### src/rtl/fnd_scan_driver.sv
// Binary-to-BCD converter (sequential shift-add-3) feeding a 4-digit multiplexed FND scanner.
// Optional FND_LEAD_ZERO_BLANK_EN blanks leading zero digits on o_bcd.
module fnd_scan_driver #(
  parameter int SCAN_DIV  = 100000,
  parameter int BIN_WIDTH = 14
) (
  input  logic                 i_clk,
  input  logic                 i_reset_n,
  input  logic [BIN_WIDTH-1:0] i_bin,
  input  logic                 i_start,
  output logic                 o_busy,
  output logic                 o_done,
  output logic                 o_ovf,
  output logic [3:0]           o_bcd,
  output logic [3:0]           o_digit_sel
);

  localparam int CW = $clog2(SCAN_DIV);
  localparam logic [CW-1:0] TC = CW'(SCAN_DIV - 1);
  localparam logic [BIN_WIDTH-1:0] MAX_VAL = BIN_WIDTH'(9999);
  localparam logic [3:0] LAST_BIT = 4'(BIN_WIDTH - 1);

  typedef enum logic [1:0] {IDLE, SHIFT, COMMIT} state_t;

  state_t               state;
  logic [BIN_WIDTH-1:0] v;
  logic [15:0]          scratch;
  logic [15:0]          disp;
  logic [3:0]           bitcnt;
  logic [15:0]          adj;
  logic [CW-1:0]        cnt;
  logic [1:0]           idx;
  logic [3:0]           shown [4];

  always_comb begin
    adj = scratch;
    for (int unsigned i = 0; i < 4; i++) begin
      if (scratch[4*i +: 4] >= 4'd5) adj[4*i +: 4] = scratch[4*i +: 4] + 4'd3;
    end
  end

  always_ff @(posedge i_clk or negedge i_reset_n) begin
    if (!i_reset_n) begin
      state   <= IDLE;
      o_busy  <= 1'b0;
      o_done  <= 1'b0;
      o_ovf   <= 1'b0;
      v       <= '0;
      scratch <= '0;
      bitcnt  <= '0;
      disp    <= '0;
    end else begin
      o_done <= 1'b0;
      case (state)
        IDLE: begin
          if (i_start) begin
            v       <= (i_bin > MAX_VAL) ? MAX_VAL : i_bin;
            o_ovf   <= (i_bin > MAX_VAL);
            scratch <= '0;
            bitcnt  <= '0;
            o_busy  <= 1'b1;
            state   <= SHIFT;
          end
        end
        SHIFT: begin
          // adj[15] is always clear for inputs <= 9999, so dropping it loses nothing
          {scratch, v} <= {adj[14:0], v, 1'b0};
          bitcnt       <= bitcnt + 4'd1;
          if (bitcnt == LAST_BIT) state <= COMMIT;
        end
        COMMIT: begin
          disp   <= scratch;
          o_done <= 1'b1;
          o_busy <= 1'b0;
          state  <= IDLE;
        end
        default: state <= IDLE;
      endcase
    end
  end

  always_comb begin
    for (int unsigned i = 0; i < 4; i++) shown[i] = disp[4*i +: 4];
`ifdef FND_LEAD_ZERO_BLANK_EN
    if (disp[15:12] == 4'd0) shown[3] = 4'hF;
    if (disp[15:8]  == 8'd0) shown[2] = 4'hF;
    if (disp[15:4]  == 12'd0) shown[1] = 4'hF;
`endif
  end

  always_ff @(posedge i_clk or negedge i_reset_n) begin
    if (!i_reset_n) begin
      cnt         <= '0;
      idx         <= '0;
      o_bcd       <= 4'hF;
      o_digit_sel <= 4'b1111;
    end else begin
      if (cnt == TC) begin
        cnt <= '0;
        idx <= idx + 2'd1;
      end else begin
        cnt <= cnt + 1'b1;
      end
      o_digit_sel <= ~(4'b0001 << idx);
      o_bcd       <= shown[idx];
    end
  end

endmodule

### config.mk
export PLATFORM = sky130hd
export DESIGN_NAME = fnd_scan_driver
export DESIGN_NICKNAME = d
export VERILOG_FILES = /design/src/rtl/fnd_scan_driver.sv
export SDC_FILE = /design/constraint.sdc
export NUM_CORES = 1
export LEC_CHECK = 0
export CAP_MARGIN = 20
export CORE_UTILIZATION = 55
export DETAILED_ROUTE_END_ITERATION = 6
export PLACE_DENSITY = 0.76
export SKIP_LAST_GASP = 1
export SLEW_MARGIN = 20
export SYNTH_ARGS = -nofsm -noshare
export SYNTH_HDL_FRONTEND = slang
export SYNTH_SLANG_ARGS = --single-unit
export TNS_END_PERCENT = 50
### constraint.sdc
create_clock -name i_clk -period 2.25 [get_ports i_clk]
set_clock_uncertainty 0.05 [all_clocks]
set_input_delay 0.675 -clock i_clk [delete_from_list [all_inputs] [get_ports i_clk]]
set_output_delay 0.675 -clock i_clk [all_outputs]
set_load 0.005 [all_outputs]
Yosys cells after proc, flatten, opt, wreduce, memory -nomap -nowiden
Cells that the tools add are included.
- bits in registers: 82
- input port bits: 17
- output and inout port bits: 11
- logic and storage cells: 62
- add/subtract/negate cells: 7
- magnitude comparators: 6
- equality and inequality tests: 6
- shift operators: 1
- muxes and demuxes: 21
- bitwise logic cells: 2
- reduce and logical (&&, ||, !) cells: 7
- operators with widths (cell ; count):
    $pmux W16 S2 ; 1
    $mux W14 ; 2
    $pmux W14 S2 ; 1
    $mux W4 ; 6
    $add A17 B1 Y17 const B ; 1
    $eq A17 B17 Y1 const B ; 1
    $mux W17 ; 1
    $ge A4 B3 Y1 const B ; 4
    $mux W16 ; 1
    $gt A14 B14 Y1 const B ; 1
    $add A4 B2 Y4 const B ; 3
    $bmux W4 S2 ; 1
    $pmux W4 S2 ; 1
    $reduce_and A2 Y1 ; 4
    $add A4 B1 Y4 const B ; 1
    $eq A4 B4 Y1 const B ; 1
    $mux W2 ; 2
    $ne A2 B2 Y1 const B ; 2
    $not A4 Y4 ; 1
    $pmux W2 S2 ; 1
    $reduce_bool A2 Y1 ; 2
    $shl A1 B2 Y4 const A ; 1
    $add A3 B2 Y3 const B ; 1
    $ge A3 B3 Y1 const B ; 1
    other kinds (8) ; 9

Depth between registers and ports, before layout
Gate-level depths: netlist of the first run.
- word-level depth: 4
- gate-level depth with buffers: 6
- gate-level depth less buffers: 6

Worst setup path after synthesis of the first run
Ideal clock, no wire load.
- kind: input to register
- from: input port i_start
- to: register scratch[11]
- arrival time: 1.516 ns
- data required time: 2.078 ns
- path slack: 0.563 ns
- stages on the path: 5
- buffers on the path: 1
- cell sequence: or3b_4 -> buf_6 -> nand2_4 -> o31ai_1 -> a32o_1
- cells in the longest elaborated chain, start to end: 2
- ends and longest elaborated chain (what ; RTL line ; text):
    start, declared ; 10 ; input logic i_start,
    $ne A2 B2 Y1 (no line) ; -- ;
    $reduce_and A2 Y1 (no line) ; -- ;
    end signal, assigned ; 67 ; {scratch, v} <= {adj[14:0], v, 1'b0};
    end, declared ; 27 ; logic [15:0] scratch;
Every way passes these cells.
A chain may end at the register's enable or synchronous reset.

Worst setup path after layout of the first run
- from: register o_bcd[0]
- to: output port o_bcd[0]
- RTL lines (what ; RTL line ; text):
    start, declared ; 14 ; output logic [3:0] o_bcd,
    start signal, assigned ; 105 ; o_bcd <= shown[idx];
No word-level cell between the ends.

==> results of run 1 <==
sequential cells by signal (all words and copies together), names as in the netlist:
name         flops
cnt             17
v               14
o_bcd            4
o_digit_sel      4
idx              2
o_done           1
state            2
disp            16
scratch         16
o_busy           1
o_ovf            1
bitcnt           4
worst reg2reg max path, cell delays in order (launching register included):
cell	delay [ps]
dfrtp_1	420
inv_1	150
ha_1	240
nand2b_1	70
a21oi_1	300
mux2_2	380
o21ai_0	150
cell type report:
class,instances,area [um^2],area share
clock inverter,4,52.55,0.01196
multi-input combinational,226,1599,0.3639
sequential,82,2062,0.4692
tap,77,96.34,0.02192
inverter,19,71.32,0.01623
clock buffer,12,135.1,0.03075
timing repair buffer,40,377.9,0.08599
layer usage:
| metal | up-vias | global-route usage | part of all wire |
|---|---|---|---|
| li1 | 1290 | - | - |
| met1 | 1272 | 0.2934 | 0.47 |
| met2 | 55 | 0.3328 | 0.48 |
| met3 | 14 | 0.04377 | 0.030 |
| met4 | 0 | 0.1202 | 0.021 |
| met5 | - | 0 | 0 |
layout by cell type, fill, tap and decap left out, types with 9 or more instances in the layout:
cell / Yosys / routed
clkdlybuf4s50_1: 0 / 26
nand2_1: 31 / 31
dfrtp_1: 74 / 74
mux2_2: 12 / 12
clkbuf_8: 0 / 9
inv_1: 19 / 19
o21ai_0: 32 / 32
xnor2_1: 12 / 12
buf_4: 0 / 13
nor2_1: 16 / 16
xor2_1: 9 / 9
nand3_1: 23 / 23
ha_1: 15 / 15
per-stage QoR:
stage	power (W)	setup slack [ps]	instance area, um^2	hold slack [ps]
floorplan	0.003428	562.7	3802	329.4
global placement	0.003899	7.490	4207	403.5
detailed placement	0.003996	-22.90	4207	416.6
CTS	0.005037	128.4	4394	163.8
global route	0.005341	112.1	4394	180.1
finish	0.004997	155.1	4394	164.6
worst paths after layout:
| check | end | from | slack (ps) | cells after the start |
|---|---|---|---|---|
| worst max-delay path | o_bcd[0] | o_bcd[0] | 160 | 1 |
| worst min-delay path | disp[15] | i_reset_n | 160 | 1 |
| worst max register to register | scratch[6] | scratch[4] | 420 | 6 |
| worst min register to register | v[12] | v[11] | 430 | 2 |
| max in group asynchronous | scratch[15] | i_reset_n | 1390 | 2 |
| min in group i_clk | v[12] | v[11] | 430 | 2 |
power by group:
group          switching (W)  internal [W]  leakage (nW)
clock network       0.000504      0.000514        0.0828
registers           0.000329       0.00196          1.02
logic               0.000854      0.000831         0.842
total                0.00169       0.00331          1.95
logic make-up (layout without fill, tap and decap cells):
logic type	Yosys count	in the layout	share of synthesized area
compound gates	64	64	0.1053
xor+xnor	21	21	0.04837
fa+ha+maj	15	15	0.04936
buf+inv	33	75	0.03718
flops	82	82	0.5423
mux	16	16	0.05923
simple gates	110	110	0.1583
cells in the mapped netlist, drive strengths merged (6+ instances only):
master | n | area share
nand2 | 32 | 0.034
xor2 | 9 | 0.021
mux2 | 12 | 0.036
xnor2 | 12 | 0.028
nor2 | 16 | 0.016
ha | 15 | 0.049
o21ai | 32 | 0.042
and3 | 6 | 0.0099
inv | 19 | 0.019
dfrtp | 74 | 0.49
a21oi | 7 | 0.0092
buf | 9 | 0.013
o31ai | 8 | 0.016
dfstp | 8 | 0.055
nand4 | 6 | 0.015
nand3 | 23 | 0.030
==> run_results.csv, run 1 <==
group,metric,value,unit
status,status,"finished clean",
yosys,netlist_area,3802,um^2
grt,grt_usage,0.2177,
cts,htree_num_levels,3,
cts,clock_path_buffers,2,
cts,cts_resized,0,
critical_path,slowest_delay,530,ps
critical_path,critPathSlowestCell,"dfstp_2",
yosys,ys_warn_count,0,
placement,gp_routability_congestion,0.7850,
grt,grt_pass1_vias,2529,
yosys,syn_avg_cell_area,11.15,um^2
cts,cts_sinks,82,
sta,fmax,477.3,MHz
yosys,syn_inst,341,
final_layout,final_util,0.6766,
drt,vias,2631,
grt,grt_first_pass_wirelength,12050,um
yosys,synthFlopType,"dfrtp_1",
critical_path,endpoint_kind,"output port",
drt,drc,0,
drt,drt-total-wl,7095,um
grt,grt_overflow,0,
yosys,ys_seq_area_frac,0.5423,
drt,drtIter0Drc,133,
sta,setup_viol,0,
pwr,ir_drop,0.5361,mV
cts,clk_latency,350,ps
sta,relSlewSlack,0.5036,
final_layout,fillers,495,
critical_path,crit_required,1520,ps
grt,antenna_found_initial,0,
final_layout,drive_above_1_share,0.1514,
drt,firstDrtPassIters,4,
sta,drv_slew,0,
die,rows,29,
sta,min_period_over_period,0.9311,
yosys,async_flop_share,1.000,
sta,fin_tns_setup,0,ps
cts,clkSlewWorstSetupHoldPaths,80,ps
die,die_h,85.15,um
critical_path,crit_type,"register to output port",
cts,clock-root-buffer,"clkbuf_8",
final_layout,area_delta_synth_final,15.56,%
yosys,syn-num-nets,373,
grt,grt_max_degree,38,
sta,worst_pin_slew,744.6,ps
cts,cts_tree,"done",
critical_path,crit_family,"flip-flops",
placement,hpwl,5129,um
cts,hold_buffers,0,
critical_path,arrival,1370,ps
sta,rsz0062_at_grt,"no",
placement,placed_cells,444,
die,die_area,7250,um^2
cts,cts_setup_buffers,0,
sta,final-hold-violation-count,0,
critical_path,worst-path-max-fanout,1,
die,initial_core_util,0.5854,
final_layout,stdcell_count,460,
min_path,hold_class,"primary input to asynchronous set/reset pin",
die,dieWidth,85.15,um
drt,wl_per_cell,15.42,um
die,core-area,6495,um^2
final_layout,diodes,0,
sta,finalWorstPathRequiredPeriod,2095,ps
final_layout,nets,410,
drt,vias_per_cell,5.720,
critical_path,crit_chain,"clkdlybuf4s50_1",
critical_path,cp_num_buf_inv,1,
placement,io_buffers,27,
cts,numCtsBuffers,9,
die,io_pins,28,
yosys,synth_cell_types,40,
yosys,synth_edf_count,0,
yosys,ys_ff_latch,82,
drt,drtAntennaViolNets,0,
critical_path,startpoint_type,"register",
pwr,p_leak,1.946,nW
flow_run,cap_viol_max_count,0,
pwr,powerDensity,1137,nW/um^2
(Power assumes the default switching activity.)
==> run 2, diff against run 1 <==
Settings changed: CORE_UTILIZATION 55 to 46, PLACE_DENSITY 0.76 to 0.65.
==> run 2 against run 1 <==
- via count down 0.80%
- die area up 19%
- sequential power about the same
- global-route usage down 3.4 points
- critical path depth unchanged
- cell area up 1.0%
- non-clock buffer count down 2
- sequential cell count unchanged
- sequential share of layout area down 0.48 points
==> run_results.csv, run 2 (synthesized netlist as in run 1, its figures left out) <==
group,metric,value,unit
critical_path,crit_type,"register to output port",
cts,clkSlewWorstSetupHoldPaths,90,ps
final_layout,largest_reg_flops,17,
critical_path,crit_chain,"clkdlybuf4s50_1",
pwr,p_switching,0.001704,W
status,status,"finished clean",
critical_path,arrival,1370,ps
placement,hpwl,4956,um
sta,hold_ws,213.7,ps
drt,vias_per_cell,5.404,
final_layout,mostFrequentLayoutCell,"dfrtp_1",
final_layout,area_delta_synth_final,16.75,%
die,dieWidth,92.92,um
flow_run,cap_viol_max_count,0,
critical_path,crit_required,1520,ps
sta,final-hold-violation-count,0,
drt,drtAntennaViolNets,0,
sta,setup_viol,0,
placement,placed_cells,467,
final_layout,stdcell_count,483,
final_layout,layout_common_cells,"74 x dfrtp_1, 32 x o21ai_0, 31 x nand2_1",
critical_path,reg2reg_from,"scratch[4]",
pwr,ir_drop,0.5722,mV
pwr,powerDensity,1149,nW/um^2
grt,grt_first_pass_wirelength,12200,um
placement,dpl_cell_area,4223,um^2
sta,drv_slew,0,
grt,grt_pass1_vias,2474,
placement,gp_routability_congestion,0.8493,
drt,firstDrtPassIters,4,
cts,cts_sinks,82,
cts,clk_latency,360,ps
drt,wl_per_cell,14.78,um
final_layout,diodes,0,
final_layout,fillers,688,
cts,cts_tree,"done",
die,die_area,8633,um^2
sta,min_period_over_period,0.9298,
sta,fin_tns_setup,0,ps
pwr,p_leak,1.968,nW
final_layout,fin_area,4439,um^2
cts,clock-root-buffer,"clkbuf_8",
sta,relSlewSlack,0.5463,
sta,finalWorstPathRequiredPeriod,2092,ps
cts,hold_buffers,0,
cts,cts_resized,0,
final_layout,regMostFlops,"cnt",
critical_path,worst-path-max-fanout,1,
grt,antenna_found_initial,0,
die,core-area,7848,um^2
pwr,seq_power_share,0.448,
final_layout,nets,408,
min_path,hold_class,"primary input to asynchronous set/reset pin",
critical_path,startpoint_type,"register",
critical_path,startpoint,"o_bcd[2]",
die,initial_core_util,0.4845,
drt,drtIter0Drc,130,
placement,io_buffers,27,
drt,drt-total-wl,7137,um
critical_path,endpoint_kind,"output port",
cts,numCtsBuffers,9,
cts,htree_num_levels,3,
cts,cts_setup_buffers,0,
pwr,p_comb_frac,0.323,
pwr,power.internal,0.003395,W
pwr,pwr-share-clk,0.229,
final_layout,reg.largest.list,"cnt (17), disp (16), scratch (16)",
drt,vias,2610,
drt,drc,0,
final_layout,drive_above_1_share,0.1549,
cts,clock_path_buffers,2,
sta,fmax,478.0,MHz
sta,worst_pin_slew,678.9,ps
final_layout,final_util,0.5657,
pwr,switching_share,0.3342,
critical_path,cp_num_buf_inv,1,
die,io_pins,28,
die,rows,32,
sta,rsz0062_at_grt,"no",
grt,grt_usage,0.1839,
die,die_h,92.92,um
critical_path,crit_family,"flip-flops",
critical_path,slowest_delay,520,ps
critical_path,critPathSlowestCell,"dfstp_2",
grt,grt_max_degree,39,
grt,grt_overflow,0,
run 2: changes by cell type in the layout (fill, tap and decap cells not counted):
cell	before	now
buf_4	13	11
bufinv_16	1	2
clkbuf_1	3	0
clkinv_2	0	3
clkinv_4	0	1
clkinvlp_4	3	0
inv_6	0	1
run 2: stage by stage:
| step | total power, W | setup slack [ps] |
|---|---|---|
| after floorplan | 0.003428 | 562.7 |
| after global placement | 0.003893 | 16.11 |
| after detailed placement | 0.003971 | -2.898 |
| after CTS | 0.005150 | 135.0 |
| after global routing | 0.005473 | 107.3 |
| final | 0.005099 | 158.0 |
run 2: layer usage:
layer,vias to the layer above,global-route usage,wire length (um)
li1,1273,-,-
met1,1263,0.2536,3484
met2,67,0.2782,3237
met3,7,0.05090,326
met4,0,0.06410,88
met5,-,0,0
run 2: path summary, 6_finish.rpt:
| path | endpoint | slack [ps] | depth (start not counted) |
|---|---|---|---|
| max in group asynchronous | v[5] | 1390 | 2 |
| min in group i_clk | disp[13] | 430 | 2 |
| worst max-delay path | o_bcd[2] | 160 | 1 |
| worst max register to register | scratch[6] | 430 | 6 |
| worst min-delay path | disp[9] | 210 | 1 |
| worst min register to register | disp[13] | 430 | 2 |
run 2: layout make-up:
type / instances / area (um^2) / share of cell area
Timing Repair Buffer: 38 / 362.8 / 0.08174
Clock inverter: 7 / 92.59 / 0.02086
Clock buffer: 9 / 123.9 / 0.02790
Inverter: 19 / 71.32 / 0.01607
Sequential cell: 82 / 2062 / 0.4645
Multi-Input combinational cell: 226 / 1599 / 0.3602
Tap cell: 102 / 127.6 / 0.02875
run 2: power by group through the flow:
stage | Clock [W] | Sequential (W) | Combinational (W)
finish | 0.00117 | 0.00229 | 0.00164
CTS | 0.00120 | 0.00228 | 0.00167
floorplan | 0 | 0.00221 | 0.00121
global route | 0.00126 | 0.00235 | 0.00186
detailed placement | 0 | 0.00231 | 0.00166
global placement | 0 | 0.00230 | 0.00159
==> patch 1: new RTL, flow settings as in run 2 <==
The parameter `SCAN_DIV` goes from 100000 to 50000.
--- a/src/rtl/fnd_scan_driver.sv
+++ b/src/rtl/fnd_scan_driver.sv
@@ -1,7 +1,7 @@
 // Binary-to-BCD converter (sequential shift-add-3) feeding a 4-digit multiplexed FND scanner.
 // Optional FND_LEAD_ZERO_BLANK_EN blanks leading zero digits on o_bcd.
 module fnd_scan_driver #(
-  parameter int SCAN_DIV  = 100000,
+  parameter int SCAN_DIV  = 50000,
   parameter int BIN_WIDTH = 14
 ) (
   input  logic                 i_clk,
Behaviour: same outputs for any inputs over 10 cycles, from zero or initial values and one cycle with i_reset_n low; that may be too few to reach the edited logic, so the function may still have changed.
==> patch 1 against run 2 <==
Worst setup slack improved by 4.2 ps; worst hold slack got worse by 33 ps; area after synthesis fell by 1.9%; sequential share of layout area rose by 0.63 points; sequential cell count fell by 1; combinational power fell by 8%; power fell by 6.5%; routed wire length fell by 1.4%; design area fell by 2.5%; sequential power fell by 4%; critical path type unchanged; critical endpoint is now o_digit_sel[1]; largest power group unchanged.
==> patch 1: results (changes against run 2) <==
Final layout
  • Diode count: 0 (unchanged)
  • Biggest regs: cnt: 16 flops, disp: 16 flops, scratch: 16 flops
  • Final nets: 399 (-2.2%)
  • Share of cells above drive strength 1: 0.140 (-0.0151)

Yosys
  • Post-synthesis sequential area ratio: 0.546 (+0.00366)
  • Synth cell types: 39 (-2.5%)
  • Most common library cells after synthesis: 73 x dfrtp_1, 36 x nand2_1, 29 x nand3_1, 19 x o21ai_0, 17 x inv_1
  • Syn nets: 368 (-1.3%)
  • Ys Warns: 0 (unchanged)
  • Area contributors post-synth: dfrtp_1 49%, dfstp_2 5.6%, ha_1 5.0%
  • Asr flop ratio synth: 1.00 (unchanged)

Setup path
  • Critical path origin: o_digit_sel[1]
  • CP max stage delay: approximately 530 ps
  • Reg-to-Reg Start: scratch[0]
  • CP Capture Point: o_digit_sel[1]
  • Reg2Reg Depth: 6 (unchanged)
  • Worst Path Max Fanout: 1 (unchanged)
  • Kind of end point of the critical path: output pin
  • Critical R2R Capture: scratch[2]
  • R2r setup slk: 370 ps (-60 ps)

Clocking
  • CTS Buf Count: 9 (unchanged)
  • H-Tree Depth: 3 (unchanged)
  • Worst-skew pair later-pin latency: approximately 350 ps
  • Clock slew seen by the registers of the worst setup and hold paths: 90 ps (about the same)
  • CTS root buffer: clkbuf_8
  • Post_cts resized: 0 (unchanged)
  • Post-CTS Setup Repair Bufs: 0 (unchanged)

Power
  • Cell Int Power: 0.00315 W (-7.1%)
  • Seq pwr share: 0.462 (+0.014)
  • Peak supply drop: 0.000449 V (-21%)
  • Clock network power: 0.00105 W (-10%)
  • Leakage power: 1.95 nW (-0.86%)

STA
  • Worst slew pin tran: 858 ps (+179 ps)

Detailed routing
  • Routed WL per cell: 14.8 um (+0.47%)
  • Vias per cell: 5.36 (-0.83%)
  • Drt first pass iters: 4 (unchanged)
  • DRT iter0 DRCs: 154 (+18%)

Placement
  • Gpl congestion: 0.789 (-7.1%)
  • Area after DPL: 4130 um^2 (-2.2%)
  • Port Buf Inserts: 27 (unchanged)
  • Hpwl dp: 4980 um (+0.44%)

Outcome
  • Status: finished, final reports clean

Global route
  • Initial antenna violation count: 0 (unchanged)
  • First-pass GRT wire length: 12400 um (+1.5%)
  • Pin count of the biggest net entering global routing: 40 (+2.6%)
  • Number of global-route vias before repair: 2544 (+2.8%)
  • Gr usage total: 0.189 (+0.00488)

Min path
  • HP Class: input port to async pin
[patch 1: layout make-up]
cell class | instances | area (um^2)
clock buffer | 10 | 128
clock inverter | 6 | 67.6
fill | 698 | 3440
inverter | 17 | 63.8
multi-input combinational | 222 | 1560
sequential | 81 | 2040
tap | 102 | 128
timing repair buffer | 36 | 348
[patch 1: how the worst min path moves through the flow]
stage / from / endpoint / cells after the start
detailed placement: v[11] / v[12] / 2
global placement: disp[13] / disp[13] / 2
floorplan: i_reset_n / bitcnt[0] / 0
global route: i_reset_n / idx[0] / 1
finish: i_reset_n / idx[0] / 1
CTS: i_reset_n / disp[2] / 1
[patch 1: stage by stage]
| step | power [W] | setup TNS, ps | setup slack (ps) | cells | hold WS [ps] |
|---|---|---|---|---|---|
| detailed placement | 0.00375 | -835 | -114 | 458 | 404 |
| floorplan | 0.00328 | 0 | 585 | 336 | 329 |
| global route | 0.00515 | 0 | 111 | 474 | 189 |
| CTS | 0.00482 | 0 | 147 | 474 | 178 |
| global placement | 0.00369 | -695 | -101 | 458 | 411 |
| finish | 0.00477 | 0 | 162 | 474 | 181 |
[patch 1: cell families after synthesis]
group / after synthesis / share of synthesized area
compound gates: 62 / 0.108
xor+xnor: 20 / 0.0469
fa+ha+maj: 15 / 0.0503
buf+inv: 33 / 0.0372
flops: 81 / 0.546
mux: 17 / 0.0630
simple gates: 108 / 0.148
[patch 1: metal layers]
layer  global-route usage  vias to the layer above  part of all wire
li1                     -                     1239                 -
met1                0.269                     1252              0.49
met2                0.285                       39              0.46
met3               0.0323                       10             0.028
met4               0.0794                        0             0.018
met5                    0                        -                 0
==> patch 2: new RTL, config.mk and constraints of run 2 <==
Made on the original files. Reset style: synchronous (`i_reset_n`), changed in 2 clocked blocks.
--- a/src/rtl/fnd_scan_driver.sv
+++ b/src/rtl/fnd_scan_driver.sv
@@ -39,7 +39,7 @@
     end
   end
 
-  always_ff @(posedge i_clk or negedge i_reset_n) begin
+  always_ff @(posedge i_clk) begin
     if (!i_reset_n) begin
       state   <= IDLE;
       o_busy  <= 1'b0;
@@ -88,7 +88,7 @@
 `endif
   end
 
-  always_ff @(posedge i_clk or negedge i_reset_n) begin
+  always_ff @(posedge i_clk) begin
     if (!i_reset_n) begin
       cnt         <= '0;
       idx         <= '0;
Check against the original RTL: differs if i_reset_n is asserted again (counterexample within 4 cycles, from zero or initial values and one cycle with i_reset_n low); with i_reset_n held inactive, the same outputs for 10 cycles.
==> patch 2 against run 2 <==
Routed wire length is 0.69% lower; global-route usage is 1.4 points higher; critical path type is now flop to flop; sequential cell count stayed put; area after synthesis is 7.0% lower; cell count is 11% higher; first-iteration DRC count is 17% higher; worst setup slack worse by 22 ps; design area is 5.2% lower; largest cell class is now multi-input combinational cells; critical endpoint is now cnt[0].
Power is not compared: it rests on default switching activity, and its combinational part moved more than twofold at a synthesized area within 25%.
==> patch 2: results (changes against run 2) <==
Outcome
  • Status: finished, final reports clean

Final layout
  • Fill cells: 672 (-2.3%)
  • Share of cells above drive strength 1: 0.108 (-0.0468)
  • Final nets: 462 (+13%)

Setup path
  • R2r setup slk: 140 ps (-290 ps)
  • Worst Path Max Fanout: 15 (+14)
  • CP max stage delay: 560 ps (+40 ps)
  • Critical Path AT: 2290 ps (+920 ps)
  • Reg-to-Reg Start: cnt[12]
  • Slowest CP cell: or4_4
  • Critical R2R Capture: cnt[0]

Global route
  • Pin count of the biggest net entering global routing: 22 (-44%)
  • Number of global-route vias before repair: 2545 (+2.9%)
  • First-pass GRT wire length: 12000 um (-1.3%)
  • Met1 usage: 0.266 (+0.0127)
  • Gr usage total: 0.198 (+0.0140)
  • Met2 track demand over resource: 0.304 (+0.0262)
  • Met3 Use GR: 0.0503 (-0.000629)

Yosys
  • Multiplexer area fraction after synthesis: 0.0435 (-0.0157)
  • Complex-gate fraction of the synthesized area: 0.166 (+0.0610)
  • Post-synthesis sequential area ratio: 0.464 (-0.0780)
  • Asr flop ratio synth: 0 (-1.00)
  • Area contributors post-synth: dfxtp_1 46%, nand2_1 6.4%, ha_1 5.3%
  • Synth Area in Adders: 0.0531 (+0.00372)
  • Post-synthesis xor/xnor area fraction: 0.0520 (+0.00365)
  • Primary FF master, synth: dfxtp_1

Min path
  • HP Class: flop to flop

Placement
  • Area after DPL: 4020 um^2 (-4.7%)

STA
  • Slew HR: 0.562 (+0.0160)
-- patch 2: power by group --
part           internal (W)  switching, W
clock network      0.000435      0.000533
registers           0.00149     0.0000253
logic              0.000109      0.000113
total               0.00203      0.000671
-- patch 2: layout make-up --
cell class                 count  area share
clock buffer                  11      0.0336
sequential                    82       0.390
clock inverter                 5     0.00922
inverter                      16      0.0143
multi-input combinational    276       0.418
timing repair buffer          45       0.105
tap                           99      0.0294
-- patch 2: worst min-delay path by stage --
stage | start | end | slack, ps
5_1_grt | disp[3] | disp[3] | 430
3_3_place_gp | disp[10] | disp[10] | 390
4_1_cts | disp[13] | disp[13] | 410
6_report | disp[8] | disp[8] | 410
2_1_floorplan | v[13] | scratch[0] | 380
3_5_place_dp | disp[13] | disp[13] | 400
-- patch 2: critical path: cells and delay by family, from the launching register on --
family,cells,cell delay [ps]
simple gates,3,1160
compound gates,1,390
flops,1,380
-- patch 2: cells by family after synthesis --
logic type | Yosys count
compound gates | 89
xor+xnor | 21
fa+ha+maj | 15
buf+inv | 35
flops | 82
mux | 10
simple gates | 141
-- patch 2: metrics by stage --
step                hold slack (ps)  utilization  std cells  power (W)  setup slack, ps
floorplan                       375            -        393    0.00165              322
global placement                391        0.549        518    0.00176             -299
detailed placement              397        0.549        518    0.00177             -334
CTS                             408        0.573        534    0.00273             51.6
global route                    427        0.574        534    0.00281             55.1
finish                          406        0.574        534    0.00270              136
-- patch 2: routing by layer --
layer  wire length, um  vias to the layer above  part of all wire
met2              3180                       33              0.45
met1              3610                     1307              0.51
met5                 0                        -                 0
met4                88                        0             0.012
met3               209                        8             0.029
li1                  -                     1450                 -
-- patch 2: repair_timing --
action,in CTS,in global routing
endpoints found under the hold margin,0,0
resized for setup,0,1
setup endpoints to repair,0,10
